--- src/rtl/uart_rx_param_if.sv ---
// Receive-side register bus of the UART receiver.
// Carries the FIFO pop and overrun-clear strobes from the peripheral bus.
// Carries the FIFO head entry, the FIFO status and the sticky overrun flag back.
//   master : bus side (drives RD_EN and CLR_OVR)
//   slave  : receiver side (drives the head data, flags and status)
interface uart_rx_param_if #(
  parameter int MAX_DATA_W = 9
);
  logic                  RD_EN;
  logic                  CLR_OVR;
  logic [MAX_DATA_W-1:0] RD_DATA;
  logic                  RD_PERR;
  logic                  RD_FERR;
  logic                  RD_BRK;
  logic                  FIFO_EMPTY;
  logic                  FIFO_FULL;
  logic                  OVERRUN;

  modport master (
    output RD_EN, CLR_OVR,
    input  RD_DATA, RD_PERR, RD_FERR, RD_BRK, FIFO_EMPTY, FIFO_FULL, OVERRUN
  );

  modport slave (
    input  RD_EN, CLR_OVR,
    output RD_DATA, RD_PERR, RD_FERR, RD_BRK, FIFO_EMPTY, FIFO_FULL, OVERRUN
  );
endinterface

--- src/rtl/uart_rx_param.sv ---
// Parametrised UART receiver feeding a first-word-fall-through receive FIFO.
// The receiver has runtime data length, optional parity, 1 or 2 stop bits,
// 3-sample majority voting, a 2-flop input synchroniser and break detection.
//   CLK, RST       : clock, asynchronous active-low reset
//   RX_IN          : asynchronous serial input (idles high)
//   Prescale       : clocks per bit (even, >= 8)
//   DATA_LEN       : data bits per frame (clamped into 5..MAX_DATA_W)
//   PAR_EN/PAR_TYP : parity enable / 0 = even, 1 = odd
//   STOP2          : two stop bits
//   rd_bus         : FIFO pop, overrun clear, head entry and status
module uart_rx_param #(
  parameter int MAX_DATA_W = 9,
  parameter int PRESC_W    = 8,
  parameter int FIFO_DEPTH = 4
) (
  input  logic               CLK,
  input  logic               RST,
  input  logic               RX_IN,
  input  logic [PRESC_W-1:0] Prescale,
  input  logic [3:0]         DATA_LEN,
  input  logic               PAR_EN,
  input  logic               PAR_TYP,
  input  logic               STOP2,
  uart_rx_param_if.slave     rd_bus
);
  localparam int AW    = $clog2(FIFO_DEPTH);
  localparam int CNT_W = AW + 1;
  localparam int ENT_W = MAX_DATA_W + 3;

  typedef enum logic [2:0] {IDLE, START, DATA, PARITY, STOP} state_t;

  function automatic logic [3:0] clamp_len(input logic [3:0] len);
    if (len < 4'd5)                   return 4'd5;
    else if (len > 4'(MAX_DATA_W))    return 4'(MAX_DATA_W);
    else                              return len;
  endfunction

  function automatic logic parity_of(input logic [MAX_DATA_W-1:0] d);
    return ^d;
  endfunction

  logic                  rx_meta_r, rx_sync_r, rx_s;
  state_t                state_r, state_nxt_s;
  logic [PRESC_W-1:0]    edge_cnt_r, presc_r, half_s;
  logic [3:0]            bit_cnt_r, len_r;
  logic                  par_en_r, par_typ_r, stop2_r, par_bit_r, ferr_r;
  logic [1:0]            samp_r;
  logic [MAX_DATA_W-1:0] shift_r;
  logic                  smp0_s, smp1_s, mid_s, last_edge_s, maj_s;
  logic                  enter_start_s, frame_done_s;
  logic                  ferr_s, perr_s, brk_s;
  logic [ENT_W-1:0]      mem_r [FIFO_DEPTH];
  logic [AW-1:0]         wr_ptr_r, rd_ptr_r;
  logic [CNT_W-1:0]      count_r;
  logic                  ovr_r, empty_s, full_s, rd_ok_s, wr_ok_s, ovr_set_s;
  logic [ENT_W-1:0]      head_s;

  assign rx_s        = rx_sync_r;
  assign half_s      = presc_r >> 1;
  assign smp0_s      = (edge_cnt_r == half_s - PRESC_W'(1));
  assign smp1_s      = (edge_cnt_r == half_s);
  assign mid_s       = (edge_cnt_r == half_s + PRESC_W'(1));
  assign last_edge_s = (edge_cnt_r == presc_r - PRESC_W'(1));
  // Third sample is the live one at the mid edge, so the vote is ready there.
  assign maj_s = (samp_r[0] & samp_r[1]) | (samp_r[0] & rx_s) | (samp_r[1] & rx_s);

  // Frame flags as they stand at the final stop-bit sample.
  assign ferr_s = ferr_r | ~maj_s;
  assign perr_s = par_en_r & (parity_of(shift_r) ^ par_bit_r ^ par_typ_r);
  assign brk_s  = ferr_s & (shift_r == {MAX_DATA_W{1'b0}}) & (~par_en_r | ~par_bit_r);

  // Two-flop synchroniser on the asynchronous serial input.
  always_ff @(posedge CLK or negedge RST) begin
    if (!RST) begin
      rx_meta_r <= 1'b1;
      rx_sync_r <= 1'b1;
    end else begin
      rx_meta_r <= RX_IN;
      rx_sync_r <= rx_meta_r;
    end
  end

  // Next-state and frame-event decode.
  always_comb begin
    state_nxt_s   = state_r;
    enter_start_s = 1'b0;
    frame_done_s  = 1'b0;
    case (state_r)
      IDLE: begin
        if (!rx_s) begin
          state_nxt_s   = START;
          enter_start_s = 1'b1;
        end else begin
          state_nxt_s = IDLE;
        end
      end
      START: begin
        if (mid_s && maj_s)   state_nxt_s = IDLE;
        else if (last_edge_s) state_nxt_s = DATA;
        else                  state_nxt_s = START;
      end
      DATA: begin
        if (last_edge_s && (bit_cnt_r == len_r - 4'd1)) state_nxt_s = par_en_r ? PARITY : STOP;
        else                                           state_nxt_s = DATA;
      end
      PARITY: begin
        if (last_edge_s) state_nxt_s = STOP;
        else             state_nxt_s = PARITY;
      end
      STOP: begin
        // Complete mid-way through the last stop bit to resync on the next start.
        if (mid_s && (!stop2_r || (bit_cnt_r == 4'd1))) begin
          state_nxt_s  = IDLE;
          frame_done_s = 1'b1;
        end else begin
          state_nxt_s = STOP;
        end
      end
      default: state_nxt_s = IDLE;
    endcase
  end

  // Receiver state, counters, sample capture and per-frame configuration.
  always_ff @(posedge CLK or negedge RST) begin
    if (!RST) begin
      state_r    <= IDLE;
      edge_cnt_r <= {PRESC_W{1'b0}};
      bit_cnt_r  <= 4'd0;
      presc_r    <= {PRESC_W{1'b0}};
      len_r      <= 4'd5;
      par_en_r   <= 1'b0;
      par_typ_r  <= 1'b0;
      stop2_r    <= 1'b0;
      par_bit_r  <= 1'b0;
      ferr_r     <= 1'b0;
      samp_r     <= 2'b11;
      shift_r    <= {MAX_DATA_W{1'b0}};
    end else begin
      state_r <= state_nxt_s;
      if (smp0_s) samp_r[0] <= rx_s;
      if (smp1_s) samp_r[1] <= rx_s;
      if (enter_start_s) begin
        // The detecting cycle is edge 0, so the start bit continues at edge 1.
        edge_cnt_r <= PRESC_W'(1);
        bit_cnt_r  <= 4'd0;
        shift_r    <= {MAX_DATA_W{1'b0}};
        ferr_r     <= 1'b0;
        par_bit_r  <= 1'b0;
        presc_r    <= Prescale;
        len_r      <= clamp_len(DATA_LEN);
        par_en_r   <= PAR_EN;
        par_typ_r  <= PAR_TYP;
        stop2_r    <= STOP2;
      end else if (state_nxt_s == IDLE) begin
        edge_cnt_r <= {PRESC_W{1'b0}};
        bit_cnt_r  <= 4'd0;
      end else begin
        edge_cnt_r <= last_edge_s ? {PRESC_W{1'b0}} : edge_cnt_r + PRESC_W'(1);
        if (last_edge_s) bit_cnt_r <= (state_nxt_s != state_r) ? 4'd0 : bit_cnt_r + 4'd1;
        if (mid_s) begin
          case (state_r)
            DATA: begin
              for (int i = 0; i < MAX_DATA_W; i++) begin
                if (bit_cnt_r == 4'(i)) shift_r[i] <= maj_s;
              end
            end
            PARITY:  par_bit_r <= maj_s;
            STOP:    ferr_r    <= ferr_r | ~maj_s;
            default: ferr_r    <= ferr_r;
          endcase
        end
      end
    end
  end

  assign empty_s   = (count_r == CNT_W'(0));
  assign full_s    = (count_r == CNT_W'(FIFO_DEPTH));
  assign rd_ok_s   = rd_bus.RD_EN & ~empty_s;
  // A read in the same cycle frees the slot that a write into a full FIFO needs.
  assign wr_ok_s   = frame_done_s & (~full_s | rd_ok_s);
  assign ovr_set_s = frame_done_s & full_s & ~rd_bus.RD_EN;
  assign head_s    = mem_r[rd_ptr_r];

  // Receive FIFO storage, pointers, occupancy and sticky overrun.
  always_ff @(posedge CLK or negedge RST) begin
    if (!RST) begin
      for (int i = 0; i < FIFO_DEPTH; i++) mem_r[i] <= {ENT_W{1'b0}};
      wr_ptr_r <= {AW{1'b0}};
      rd_ptr_r <= {AW{1'b0}};
      count_r  <= {CNT_W{1'b0}};
      ovr_r    <= 1'b0;
    end else begin
      if (wr_ok_s) begin
        mem_r[wr_ptr_r] <= {brk_s, ferr_s, perr_s, shift_r};
        wr_ptr_r        <= wr_ptr_r + AW'(1);
      end
      if (rd_ok_s) rd_ptr_r <= rd_ptr_r + AW'(1);
      if (wr_ok_s && !rd_ok_s)      count_r <= count_r + CNT_W'(1);
      else if (rd_ok_s && !wr_ok_s) count_r <= count_r - CNT_W'(1);
      if (ovr_set_s)                ovr_r <= 1'b1;
      else if (rd_bus.CLR_OVR)      ovr_r <= 1'b0;
    end
  end

  // Head entry falls through; an empty FIFO reads as zero.
  assign rd_bus.RD_DATA    = empty_s ? {MAX_DATA_W{1'b0}} : head_s[MAX_DATA_W-1:0];
  assign rd_bus.RD_PERR    = ~empty_s & head_s[MAX_DATA_W];
  assign rd_bus.RD_FERR    = ~empty_s & head_s[MAX_DATA_W+1];
  assign rd_bus.RD_BRK     = ~empty_s & head_s[MAX_DATA_W+2];
  assign rd_bus.FIFO_EMPTY = empty_s;
  assign rd_bus.FIFO_FULL  = full_s;
  assign rd_bus.OVERRUN    = ovr_r;
endmodule
--- src/flat_wrapper.sv ---
// flat-port wrapper written by rule: the top's interface ports become plain ports
module uart_rx_param_flat 
#(
  parameter int MAX_DATA_W = 9,
  parameter int PRESC_W    = 8,
  parameter int FIFO_DEPTH = 4
)
  (CLK, RST, RX_IN, Prescale, DATA_LEN, PAR_EN, PAR_TYP, STOP2, rd_bus_RD_EN, rd_bus_CLR_OVR, rd_bus_RD_DATA, rd_bus_RD_PERR, rd_bus_RD_FERR, rd_bus_RD_BRK, rd_bus_FIFO_EMPTY, rd_bus_FIFO_FULL, rd_bus_OVERRUN);
  uart_rx_param_if #(.MAX_DATA_W(MAX_DATA_W)) rd_bus_i ();
  input  logic CLK;
  input  logic RST;
  input  logic RX_IN;
  input  logic [PRESC_W-1:0] Prescale;
  input  logic [3:0] DATA_LEN;
  input  logic PAR_EN;
  input  logic PAR_TYP;
  input  logic STOP2;
  input wire logic [$bits(rd_bus_i.RD_EN)-1:0] rd_bus_RD_EN;
  input wire logic [$bits(rd_bus_i.CLR_OVR)-1:0] rd_bus_CLR_OVR;
  output wire logic [$bits(rd_bus_i.RD_DATA)-1:0] rd_bus_RD_DATA;
  output wire logic [$bits(rd_bus_i.RD_PERR)-1:0] rd_bus_RD_PERR;
  output wire logic [$bits(rd_bus_i.RD_FERR)-1:0] rd_bus_RD_FERR;
  output wire logic [$bits(rd_bus_i.RD_BRK)-1:0] rd_bus_RD_BRK;
  output wire logic [$bits(rd_bus_i.FIFO_EMPTY)-1:0] rd_bus_FIFO_EMPTY;
  output wire logic [$bits(rd_bus_i.FIFO_FULL)-1:0] rd_bus_FIFO_FULL;
  output wire logic [$bits(rd_bus_i.OVERRUN)-1:0] rd_bus_OVERRUN;
  assign rd_bus_i.RD_EN = rd_bus_RD_EN;
  assign rd_bus_i.CLR_OVR = rd_bus_CLR_OVR;
  assign rd_bus_RD_DATA = rd_bus_i.RD_DATA;
  assign rd_bus_RD_PERR = rd_bus_i.RD_PERR;
  assign rd_bus_RD_FERR = rd_bus_i.RD_FERR;
  assign rd_bus_RD_BRK = rd_bus_i.RD_BRK;
  assign rd_bus_FIFO_EMPTY = rd_bus_i.FIFO_EMPTY;
  assign rd_bus_FIFO_FULL = rd_bus_i.FIFO_FULL;
  assign rd_bus_OVERRUN = rd_bus_i.OVERRUN;
  uart_rx_param #(.MAX_DATA_W(MAX_DATA_W), .PRESC_W(PRESC_W), .FIFO_DEPTH(FIFO_DEPTH)) u_core (.CLK(CLK), .RST(RST), .RX_IN(RX_IN), .Prescale(Prescale), .DATA_LEN(DATA_LEN), .PAR_EN(PAR_EN), .PAR_TYP(PAR_TYP), .STOP2(STOP2), .rd_bus(rd_bus_i));
endmodule
--- config.mk ---
export PLATFORM = sky130hd
export DESIGN_NAME = uart_rx_param_flat
export DESIGN_NICKNAME = d
export VERILOG_FILES = /design/src/rtl/uart_rx_param_if.sv /design/src/rtl/uart_rx_param.sv /design/src/flat_wrapper.sv
export SDC_FILE = /design/constraint.sdc
export NUM_CORES = 1
export LEC_CHECK = 0
export BUFFER_PORTS_ARGS = -buffer_cell sky130_fd_sc_hd__buf_2
export CAP_MARGIN = 5
export CORE_MARGIN = 10
export CORE_UTILIZATION = 40
export DETAILED_ROUTE_END_ITERATION = 8
export GPL_ROUTABILITY_DRIVEN = 0
export SYNTH_ARGS = -nofsm -noshare
export SYNTH_HDL_FRONTEND = slang
export SYNTH_SLANG_ARGS = --single-unit
export TNS_END_PERCENT = 5
--- constraint.sdc ---
create_clock -name CLK -period 9.25 [get_ports CLK]
set_input_delay 0.4625 -clock CLK [delete_from_list [all_inputs] [get_ports CLK]]
set_output_delay 0.4625 -clock CLK [all_outputs]
set_load 0.05 [all_outputs]
==> metrics.md <==
| Metric | Value |
|---|---|
| Area leader, netlist | `dfrtp_1` |
| F_max | `0.277 GHz` |
| Utilization after layout | `~45%` |
| Ant. Diodes | `0` |
| Num rows | `43` |
| TritonCTS Buffers | `9` |
| Fin. max-slew vios | `0` |
| DPL Wire Length | `8390 µm` |
| Top area cells in the synthesized netlist | `dfrtp_1 42%, mux2_2 8.5%, mux4_2 4.7%` |
| Area growth, synth to finish | `10.5%` |
| Critical path class | `reg -> reg` |
| Yosys warning count | `0` |
| Drc violations | `0` |
| Post-synth net total | `about 570` |
| Post-synth ARST share | `100%` |
| FF+latch count, synth | `~100` |
| H-tree levels | `3` |
| Initial Utilization | `slightly above 40%` |
| TritonCTS Sinks | `101` |
| Total die area | `0.0194 mm²` |
| Synth top cells by count | `95 x dfrtp_1, 48 x nand2_1, 43 x mux2_2` |
| Starting DRT DRC Count | `240` |
| Longest Clk Path Bufs | `2` |
| I/O pin cnt | `35` |
| Crit-path cells | `inv_1 -> ha_1 -> xor2_1 -> nand3b_1 -> a2111oi_4 -> nand2_4 -> nor3_1 -> ha_1 -> inv_1 -> fa_1 -> xor2_1 -> nor2_1 -> xor2_1` |
| Worst hold path type | `in -> reg` |
| Root Buffer | `clkbuf_16` |
| Vias after detailed routing | `3848` |
| Synth Instances | `530` |
| CP Data Required Time | `roughly 9.5 ns` |
| Vias/cell | `5.22` |
| EDFF count, synth | `0` |
| Hold path cells | `1` |
| Skew final | `slightly below 0.01 ns` |
| Post-cts resize count | `0` |
| TritonCTS clock tree | `yes` |
| PwrDens | `247 mW/mm²` |
| Slowest Stage Delay on Critical Path | `0.64 ns` |
| Post-Route WL | `11800 µm` |
| Most common cell in the netlist | `dfrtp_1` |
| Clock Latency Late Sink | `roughly 0.36 ns` |
| Synth unique cells | `66` |
| Final count of hold timing violations | `0` |
| IO buf count | `34` |
| Die width | `139 µm` |
| Die height | `139 µm` |
| # hold bufs at CTS | `1` |
| Max Cap Violations | `0` |
| Wire per inst | `16.0 µm` |
| GRT Overall Usage | `12.4%` |
| Worst EP arrival | `3.90 ns` |
| Syn Area/Cell | `10.8 µm²` |
| Most used DFF post-synth | `dfrtp_1` |
| Worst VDD drop | `0.110 mV` |
| Share of cells above drive strength 1 | `25.0%` |
| Path depth of the worst reg2reg path | `13` |
| Post-route setup TNS | `0 ns` |
| Synth top area share | `41.7%` |
| Cell mode on critical path | `xor2_1` |
| Post-route ant nets | `0` |
| Antenna violations before repair | `0` |
| RSZ-0062 raised after global routing | `no` |
| Gr ovfl total | `0` |
| Core ar. | `roughly 0.014 mm²` |
| Final period util | `39.1%` |
| Nets | `591` |
| Sequential fraction of the synthesis area | `44.5%` |
| Static Leak | `~3.0 nW` |
| Crit Path Max Fanout | `9` |
| Crit path time final | `between 3 and 4 ns` |
| Synthesized area | `0.00570 mm²` |
| Critical path's slowest cell | `a2111oi_4` |
| Number of setup buffers added after CTS | `0` |
| CP endpoint kind | `register` |
| Pin count of the biggest net entering global routing | `79` |
| Least-Margin Pin Slew | `approximately 1.1 ns` |
| Status | `finished clean` |
| Worst rel slew slack | `25.0%` |
| Vias in the first global route | `3989` |
| Setup crit start kind | `register` |
| Final setup fails | `0` |
| TritonRoute pass-1 iters | `4` |
| Worst-path clk slew | `0.07 ns` |
| First-pass GRT wire length | `20100 µm` |
==> critical path: cells and delay by family, from the launching register on <==
family                   cells  cell delay (ns)
adder cells (fa/ha/maj)      3             0.92
AND/OR/NAND/NOR              4             0.81
AO/OA/AOI/OAI                1             0.64
buffers and inverters        2             0.18
flip-flops                   1             0.50
XOR/XNOR                     3             0.50
==> registers in the layout, summed over array words and instances (netlist names), 2 cells and up <==
| register | flops |
|---|---|
| u_core.mem_r | 48 |
| u_core.wr_ptr_r | 2 |
| u_core.count_r | 3 |
| u_core.presc_r | 8 |
| u_core.bit_cnt_r | 4 |
| u_core.state_r | 3 |
| u_core.rd_ptr_r | 2 |
| u_core.len_r | 4 |
| u_core.edge_cnt_r | 8 |
| u_core.samp_r | 2 |
| u_core.shift_r | 9 |
==> report_power, final <==
group / switching, mW / internal (mW) / total (mW)
registers: 0.143 / 0.510 / 0.653
clock network: 0.172 / 0.219 / 0.391
logic: 0.275 / 0.236 / 0.511
total: 0.591 / 0.965 / 1.56
==> cell usage in the layout, fill, tap and decap left out, types with 3 or more instances in the layout <==
master,synthesis,routed
dfrtp_1,95,95
nand2_1,48,48
mux2_2,43,43
nor2_1,33,33
buf_2,9,33
o21ai_0,32,32
inv_1,29,29
xor2_1,21,21
xnor2_1,21,21
ha_1,18,18
nor2b_1,17,17
a21oi_1,15,15
nand3_1,14,14
mux4_2,12,12
nor3_1,9,9
clkbuf_16,0,9
nand2b_1,7,7
mux2_4,7,7
nand4_1,6,6
dfstp_2,6,6
a31oi_1,5,5
buf_4,2,5
and2_1,4,4
nand3b_1,4,4
a211oi_1,4,4
nand2_2,4,4
or2_2,3,3
==> cell families after synthesis <==
| group | after synthesis | share of synthesized area [%] |
|---|---|---|
| AND/OR/NAND/NOR | 168 | 15.3 |
| flip-flops | 101 | 44.5 |
| AO/OA/AOI/OAI | 76 | 8.48 |
| multiplexers | 64 | 15.5 |
| buffers and inverters | 57 | 4.61 |
| XOR/XNOR | 44 | 7.16 |
| adder cells (fa/ha/maj) | 20 | 4.48 |
==> layout make-up <==
type	count	area [µm²]
Clock inverter	6	68.8
Tap cell	180	225
Inverter	29	109
Fill cell	1329	7640
Clock buffer	10	239
Multi-Input combinational cell	372	2910
Sequential cell	101	2530
Timing Repair Buffer	39	213
==> per-stage QoR <==
stage / cells / total power, mW / area [µm²] / setup slack (ns) / hold WS (ns)
after floorplan: 530 / 1.05 / 5700 / 6.01 / 0.167
after global placement: 720 / 1.16 / 5980 / 5.74 / 0.348
after detailed placement: 720 / 1.17 / 5980 / 5.65 / 0.351
after CTS: 737 / 1.57 / 6300 / 5.62 / 0.185
after global routing: 737 / 1.67 / 6300 / 5.35 / 0.192
final: 737 / 1.56 / 6300 / 5.64 / 0.197
==> per-layer routing <==
layer  wire length (µm)  GRT usage (%)  vias up
met3                465           3.23        9
met1               5640           16.1     1899
met5                  0              0        -
met2               5540           19.7       59
li1                   -              -     1881
met4                156           4.01        0
==> worst paths after layout <==
check / startpoint / to / slack, ns
min in group asynchronous: RST / u_core.count_r[1] / 0.56
hold / removal: RX_IN / u_core.rx_meta_r / 0.20
setup / recovery: u_core.presc_r[2] / u_core.count_r[2] / 5.64
hold reg to reg: u_core.rx_meta_r / u_core.rx_s / 0.37
max in group asynchronous: RST / u_core.edge_cnt_r[7] / 7.42
setup reg to reg: u_core.presc_r[2] / u_core.count_r[2] / 5.64
Note: power is estimated with default switching activity, not from simulation.
